===== config.mk =====
export PLATFORM = sky130hd
export DESIGN_NAME = ex_mem_stage
export DESIGN_NICKNAME = d
export VERILOG_FILES = /design/src/rtl/mips_pkg.sv /design/src/rtl/ex_mem_trap_fsm.sv /design/src/rtl/ex_mem_stage.sv
export SDC_FILE = /design/constraint.sdc
export NUM_CORES = 1
export LEC_CHECK = 0
export ABC_AREA = 1
export BUFFER_PORTS_ARGS = -buffer_cell sky130_fd_sc_hd__buf_2
export CAP_MARGIN = 20
export CORE_AREA = 2 2 109 111
export DETAILED_ROUTE_END_ITERATION = 16
export DIE_AREA = 0 0 111 113
export PLACE_DENSITY = 0.58
export RECOVER_POWER = 50
export SLEW_MARGIN = 20
export SYNTH_ARGS = -nofsm -noshare
export SYNTH_HDL_FRONTEND = slang
export SYNTH_SLANG_ARGS = --single-unit

===== constraint.sdc =====
create_clock -name clk -period 2.4 [get_ports clk]
set_input_delay 0.36 -clock clk [delete_from_list [all_inputs] [get_ports clk]]
set_output_delay 0.36 -clock clk [all_outputs]
set_load 0.02 [all_outputs]

===== src/rtl/mips_pkg.sv =====
// Shared definitions for the EX/MEM pipeline stage: ALU opcodes, status bit
// positions, trap cause encodings and the trap FSM state type.
package mips_pkg;

    localparam logic [3:0] ALU_AND = 4'b0000;
    localparam logic [3:0] ALU_OR  = 4'b0001;
    localparam logic [3:0] ALU_ADD = 4'b0010;
    localparam logic [3:0] ALU_SUB = 4'b0110;
    localparam logic [3:0] ALU_MUL = 4'b1000;
    localparam logic [3:0] ALU_DIV = 4'b1001;

    localparam int ST_ZERO  = 7;
    localparam int ST_OVF   = 6;
    localparam int ST_CARRY = 5;
    localparam int ST_NEG   = 4;
    localparam int ST_ODD   = 3;
    localparam int ST_DIVZ  = 2;

    // Bits 1:0 of the status byte are reserved and never accumulate.
    localparam logic [7:0] STICKY_MASK = 8'hFC;

    localparam logic [1:0] CAUSE_NONE = 2'b00;
    localparam logic [1:0] CAUSE_OVF  = 2'b01;
    localparam logic [1:0] CAUSE_DIVZ = 2'b10;
    localparam logic [1:0] CAUSE_BOTH = 2'b11;

    typedef enum logic [1:0] {
        IDLE      = 2'b00,
        TRAP_PEND = 2'b01,
        TRAP_ACK  = 2'b10
    } trap_state_e;

    function automatic logic is_ovf_op(input logic [3:0] ctrl);
        return (ctrl == ALU_ADD) || (ctrl == ALU_SUB) || (ctrl == ALU_MUL);
    endfunction

endpackage


===== src/rtl/ex_mem_trap_fsm.sv =====
// Trap handshake controller: raises trap_req after a trapping accept, waits for
// trap_ack, spends one recovery cycle in TRAP_ACK, then returns to IDLE.
module ex_mem_trap_fsm
    import mips_pkg::*;
(
    input  logic        clk,
    input  logic        rst_n,
    input  logic        trap_fire,
    input  logic [1:0]  cause_in,
    input  logic        trap_ack,
    output trap_state_e state,
    output logic        trap_req,
    output logic [1:0]  trap_cause
);

    trap_state_e r_state;
    trap_state_e w_next_state;
    logic [1:0]  r_cause;

    always_ff @(posedge clk or negedge rst_n) begin
        if (!rst_n) begin
            r_state <= IDLE;
            r_cause <= CAUSE_NONE;
        end else begin
            r_state <= w_next_state;
            if (r_state == IDLE && trap_fire) begin
                r_cause <= cause_in;
            end else if (w_next_state == IDLE) begin
                r_cause <= CAUSE_NONE;
            end
        end
    end

    // NOTE: every signal assigned in always_comb gets a default first, so no
    // path through the case can leave it unassigned and infer a latch.
    always_comb begin
        w_next_state = r_state;
        case (r_state)
            IDLE:      if (trap_fire) w_next_state = TRAP_PEND;
            TRAP_PEND: if (trap_ack)  w_next_state = TRAP_ACK;
            TRAP_ACK:  w_next_state = IDLE;
            default:   w_next_state = IDLE;
        endcase
    end

    // Decoded from the state register so reset drops the request immediately.
    assign trap_req   = (r_state == TRAP_PEND);
    assign trap_cause = r_cause;
    assign state      = r_state;

endmodule


===== src/rtl/ex_mem_stage.sv =====
// EX/MEM pipeline register with valid/ready handshake, overflow and
// divide-by-zero trap detection. Optional sticky status: EX_MEM_STATUS_STICKY_EN.
module ex_mem_stage
    import mips_pkg::*;
#(
    parameter int DATA_W     = 32,
    parameter int REG_ADDR_W = 5
) (
    input  logic                  clk,
    input  logic                  rst_n,
    input  logic                  in_valid,
    output logic                  in_ready,
    input  logic [DATA_W-1:0]     alu_result,
    input  logic [7:0]            alu_status,
    input  logic [3:0]            alu_ctrl,
    input  logic [DATA_W-1:0]     store_data,
    input  logic [REG_ADDR_W-1:0] rd_addr,
    input  logic                  mem_read,
    input  logic                  mem_write,
    input  logic                  reg_write,
    input  logic                  trap_en,
    input  logic                  flush,
    output logic                  out_valid,
    input  logic                  out_ready,
    output logic [DATA_W-1:0]     out_alu_result,
    output logic [DATA_W-1:0]     out_store_data,
    output logic [REG_ADDR_W-1:0] out_rd_addr,
    output logic                  out_mem_read,
    output logic                  out_mem_write,
    output logic                  out_reg_write,
    output logic [7:0]            status_q,
    output logic                  trap_req,
    output logic [1:0]            trap_cause,
    input  logic                  trap_ack,
    output logic [7:0]            sticky_status,
    input  logic                  sticky_clr
);

    trap_state_e           w_state;
    logic                  w_accept;
    logic                  w_ovf_trap;
    logic                  w_dz_trap;
    logic                  w_trap_fire;
    logic [1:0]            w_trap_cause;

    logic                  r_out_valid;
    logic [DATA_W-1:0]     r_alu_result;
    logic [DATA_W-1:0]     r_store_data;
    logic [REG_ADDR_W-1:0] r_rd_addr;
    logic                  r_mem_read;
    logic                  r_mem_write;
    logic                  r_reg_write;
    logic [7:0]            r_status_q;

    // rst_n is folded in so the stage never advertises space while held in reset.
    assign in_ready = rst_n && (!r_out_valid || out_ready) && (w_state == IDLE) && !flush;
    assign w_accept = in_valid && in_ready;

    assign w_ovf_trap   = alu_status[ST_OVF] && trap_en && is_ovf_op(alu_ctrl);
    assign w_dz_trap    = alu_status[ST_DIVZ] && (alu_ctrl == ALU_DIV);
    assign w_trap_fire  = w_accept && (w_ovf_trap || w_dz_trap);
    assign w_trap_cause = (w_ovf_trap ? CAUSE_OVF : CAUSE_NONE) | (w_dz_trap ? CAUSE_DIVZ : CAUSE_NONE);

    // NOTE: state is updated with non-blocking assignments so every register
    // samples pre-edge values regardless of statement order.
    always_ff @(posedge clk or negedge rst_n) begin
        if (!rst_n) begin
            r_out_valid <= 1'b0;
        end else if (flush) begin
            r_out_valid <= 1'b0;
        end else if (w_accept) begin
            r_out_valid <= 1'b1;
        end else if (out_ready) begin
            r_out_valid <= 1'b0;
        end
    end

    // NOTE: the payload is reset because its outputs must read zero during
    // reset; these are plain flops, not a memory array.
    always_ff @(posedge clk or negedge rst_n) begin
        if (!rst_n) begin
            r_alu_result <= '0;
            r_store_data <= '0;
            r_rd_addr    <= '0;
            r_mem_read   <= 1'b0;
            r_mem_write  <= 1'b0;
            r_reg_write  <= 1'b0;
            r_status_q   <= '0;
        end else if (w_accept) begin
            r_alu_result <= alu_result;
            r_store_data <= store_data;
            r_rd_addr    <= rd_addr;
            // A trapping instruction still flows down but must not commit.
            r_mem_read   <= mem_read  && !w_trap_fire;
            r_mem_write  <= mem_write && !w_trap_fire;
            r_reg_write  <= reg_write && !w_trap_fire;
            r_status_q   <= alu_status;
        end
    end

    assign out_valid      = r_out_valid;
    assign out_alu_result = r_alu_result;
    assign out_store_data = r_store_data;
    assign out_rd_addr    = r_rd_addr;
    assign out_mem_read   = r_mem_read;
    assign out_mem_write  = r_mem_write;
    assign out_reg_write  = r_reg_write;
    assign status_q       = r_status_q;

`ifdef EX_MEM_STATUS_STICKY_EN
    logic [7:0] r_sticky;

    // Clear takes priority over the old value but never over the new accept's flags.
    always_ff @(posedge clk or negedge rst_n) begin
        if (!rst_n) begin
            r_sticky <= '0;
        end else begin
            r_sticky <= ({8{!sticky_clr}} & r_sticky)
                      | ({8{w_accept}} & alu_status & STICKY_MASK);
        end
    end

    assign sticky_status = r_sticky;
`else
    logic w_unused_sticky_clr;

    assign w_unused_sticky_clr = sticky_clr;
    assign sticky_status       = '0;
`endif

    ex_mem_trap_fsm u_trap_fsm (
        .clk        (clk),
        .rst_n      (rst_n),
        .trap_fire  (w_trap_fire),
        .cause_in   (w_trap_cause),
        .trap_ack   (trap_ack),
        .state      (w_state),
        .trap_req   (trap_req),
        .trap_cause (trap_cause)
    );

endmodule


==> results by group <==
Global routing
  – Largest net degree at the start of global routing: 57
  – Vias in the first global route: 2901
  – Initial antenna violation count: 0
  – Tot GR Track Use: 0.141
  – First-pass GRT wire length: 14.1 mm
  – Total gr overflow: 0

Clock network
  – CTS Buffer Depth: 2
  – Clock Latency Late Sink: 0.33 ns
  – Clock-pin transition on the worst setup and hold timing paths: 0.06 ns
  – CTS tree: yes
  – H-tree levels: 3
  – Clock Sinks: 85
  – Gates resized, CTS repair: 0
  – Hold_buf cts: 0
  – Num CTS Buffers: 9
  – Setup Fix Bufs, Post-CTS: 0
  – Root buffer cell: clkbuf_16

STA
  – Period minus WS final: 1.61 ns
  – Setup Skew: 0.00843 ns
  – Worst hold margin: 0.226 ns
  – Final Setup Violations: 0
  – Max frequency: 622 MHz
  – Final period utilization: 0.670
  – Final Hold Viols: 0
  – Setup_tns: 0 ns
  – Slew headroom: 0.0866
  – Final slew viol count: 0
  – Worst-margin pin slew: 1.37 ns
  – Final worst slack: 0.792 ns
  – RSZ-0062 raised after global routing: no

Placement
  – Dpl ws: 0.767 ns
  – IO Port Bufs: 175
  – HPWL after DPL: 6.10 mm
  – Dpl cell area: 0.00432 mm2
  – Placed cells: 692
  – Routability cong.: 0.794

Power and ir drop
  – Pleak: 2.67 nW
  – Seq pwr share: 0.413
  – Sw frac: 0.307
  – Internal: 3.07 mW
  – Max IR drop VDD: 0.416 mV
  – Power per Cell Area: 961 mW/mm2
  – Total power: 4.44 mW
  – Net Sw Power: 1.36 mW
  – Clock group share of total power: 0.367
  – Comb pwr share: 0.220

Logic synthesis
  – Number of synthesized flops with an enable pin: 0
  – Post-synth ARST share: 1.00
  – Gate Count Post-Synth: 386
  – Most frequent cell after synthesis: nand2_1
  – Yosys reg bits: 85
  – Synth area leader: dfrtp_1
  – Synth Area per Inst: 8.69 um2
  – Area contributors post-synth: dfrtp_1, nand2_1, buf_4
  – Synthesized cell area: 0.00336 mm2
  – Sequential area share after synthesis: 0.634
  – Synth warnings: 0
  – Share of the synthesized area in the top cell type: 0.634
  – Yosys cell types: 15
  – Synth Flop Type: dfrtp_1
  – Commonest cells in the netlist: nand2_1, dfrtp_1, buf_4

Final layout
  – N_diodes: 0
  – Layout Cells excl Fill: 708
  – Fill count: 1198
  – Final #Nets: 652
  – Share of layout cells above drive strength 1: 0.278
  – Core Util, Final: 0.410
  – Fin area: 0.00462 mm2
  – Area delta synth->final: 37.6%

Hold path
  – HP Class: in2reg
  – Hold path startpoint: alu_result[7]
  – Hold Path Depth: 3
  – Hold path endpoint: out_alu_result[7]$_DFFE_PN0P_

Floorplan
  – Die width: 111 um
  – Core area: 0.0113 mm2
  – Starting Density: 0.298
  – Io pins: 185
  – Die height: 113 um
  – Die area: 0.0125 mm2
  – Num rows: 39

Detailed routing
  – Detailed-route via count: 2927
  – Post-DRT Antenna Nets: 0
  – 1st-iter DRT viols: 121
  – TritonRoute pass-1 iters: 4
  – Routed wire length: 8.47 mm
  – Via density: 4.13
  – DRC: 0
  – DR WL/cell: 12.0 um

Job
  – Max-cap viol count: 0

Setup path
  – Setup slack, reg-to-reg: 0.85 ns
  – WS Path Type: reg2out
  – Arr. time, crit path: 1.25 ns
  – CP Max Fanout: 2
  – R2R depth: 6
  – Crit path required time: 2.04 ns
  – Crit Reg-Reg Startpoint: u_trap_fsm.state[1]$_DFF_PN0_
  – Crit. End Element: primary output
  – Startpoint Class: flop
  – Reg2Reg Capture Point: out_store_data[28]$_DFFE_PN0P_

Status
  – Status: finished, final reports clean
## metal layers
metal	share of wire	vias up	GRT usage
li1	-	1484	-
met1	0.43	1331	0.175
met2	0.48	103	0.227
met3	0.077	9	0.0461
met4	0.012	0	0.0592
met5	0	-	0
## worst max-delay path by stage
stage	to	cells past startpoint	startpoint
after CTS	in_ready	4	u_trap_fsm.state[1]$_DFF_PN0_
final	in_ready	4	u_trap_fsm.state[1]$_DFF_PN0_
after floorplan	out_alu_result[10]$_DFFE_PN0P_	8	out_valid$_DFFE_PN0P_
after global routing	out_alu_result[3]$_DFFE_PN0P_	3	rst_n
after detailed placement	out_valid$_DFFE_PN0P_	8	out_ready
after global placement	out_valid$_DFFE_PN0P_	8	out_ready
## sequential cells by signal (all words and copies together), names as in the netlist, 2 cells and up
name	cells
out_store_data	32
u_trap_fsm.state	2
out_rd_addr	5
status_q	8
out_alu_result	32
u_trap_fsm.trap_cause	2
## kinds of logic after synthesis
group	share of synthesized area
and+or+nand+nor	0.296
DFF	0.634
buffers and inverters	0.0634
AOI/OAI and AO/OA	0.00596
other	0.00112
## cell usage in the layout, fill, tap and decap left out
master,synthesis,final
clkbuf_16,0,9
inv_1,11,11
nand4_1,4,4
clkinvlp_4,0,1
o21ai_0,3,3
clkbuf_1,1,42
nor2_4,1,1
nor2_1,6,6
o21ai_1,1,1
clkbuf_2,0,1
inv_2,1,1
nand3_1,2,2
nand2_1,246,246
conb_1,1,8
buf_2,8,133
bufinv_16,0,3
buf_4,15,5
dfrtp_1,85,85
clkbuf_8,0,2
clkinv_4,0,1
## worst max-delay path: stages (launching register included)
cell     delay, ns
dfrtp_1       0.37
nor2_1        0.14
nand3_1       0.16
inv_1         0.09
buf_2         0.16
## cell type report
type / count / area [um2] / share of cell area
well taps: 143 / 179 / 0.0387
multi-input cells: 271 / 1040 / 0.226
repair buffers: 181 / 866 / 0.187
inverters: 12 / 45.0 / 0.00975
flip-flops and latches: 85 / 2130 / 0.461
clock inverters: 5 / 106 / 0.0230
clock buffers: 11 / 253 / 0.0547
## power by group through the flow
stage	Clock [mW]	Sequential (mW)	Combinational, mW
CTS	1.68	1.83	1.04
global placement	0	1.84	1.02
global route	1.75	1.87	1.08
finish	1.63	1.83	0.976
floorplan	0	2.19	0.266
detailed placement	0	1.85	1.04
No activity file was read; power rests on OpenSTA's default activity.
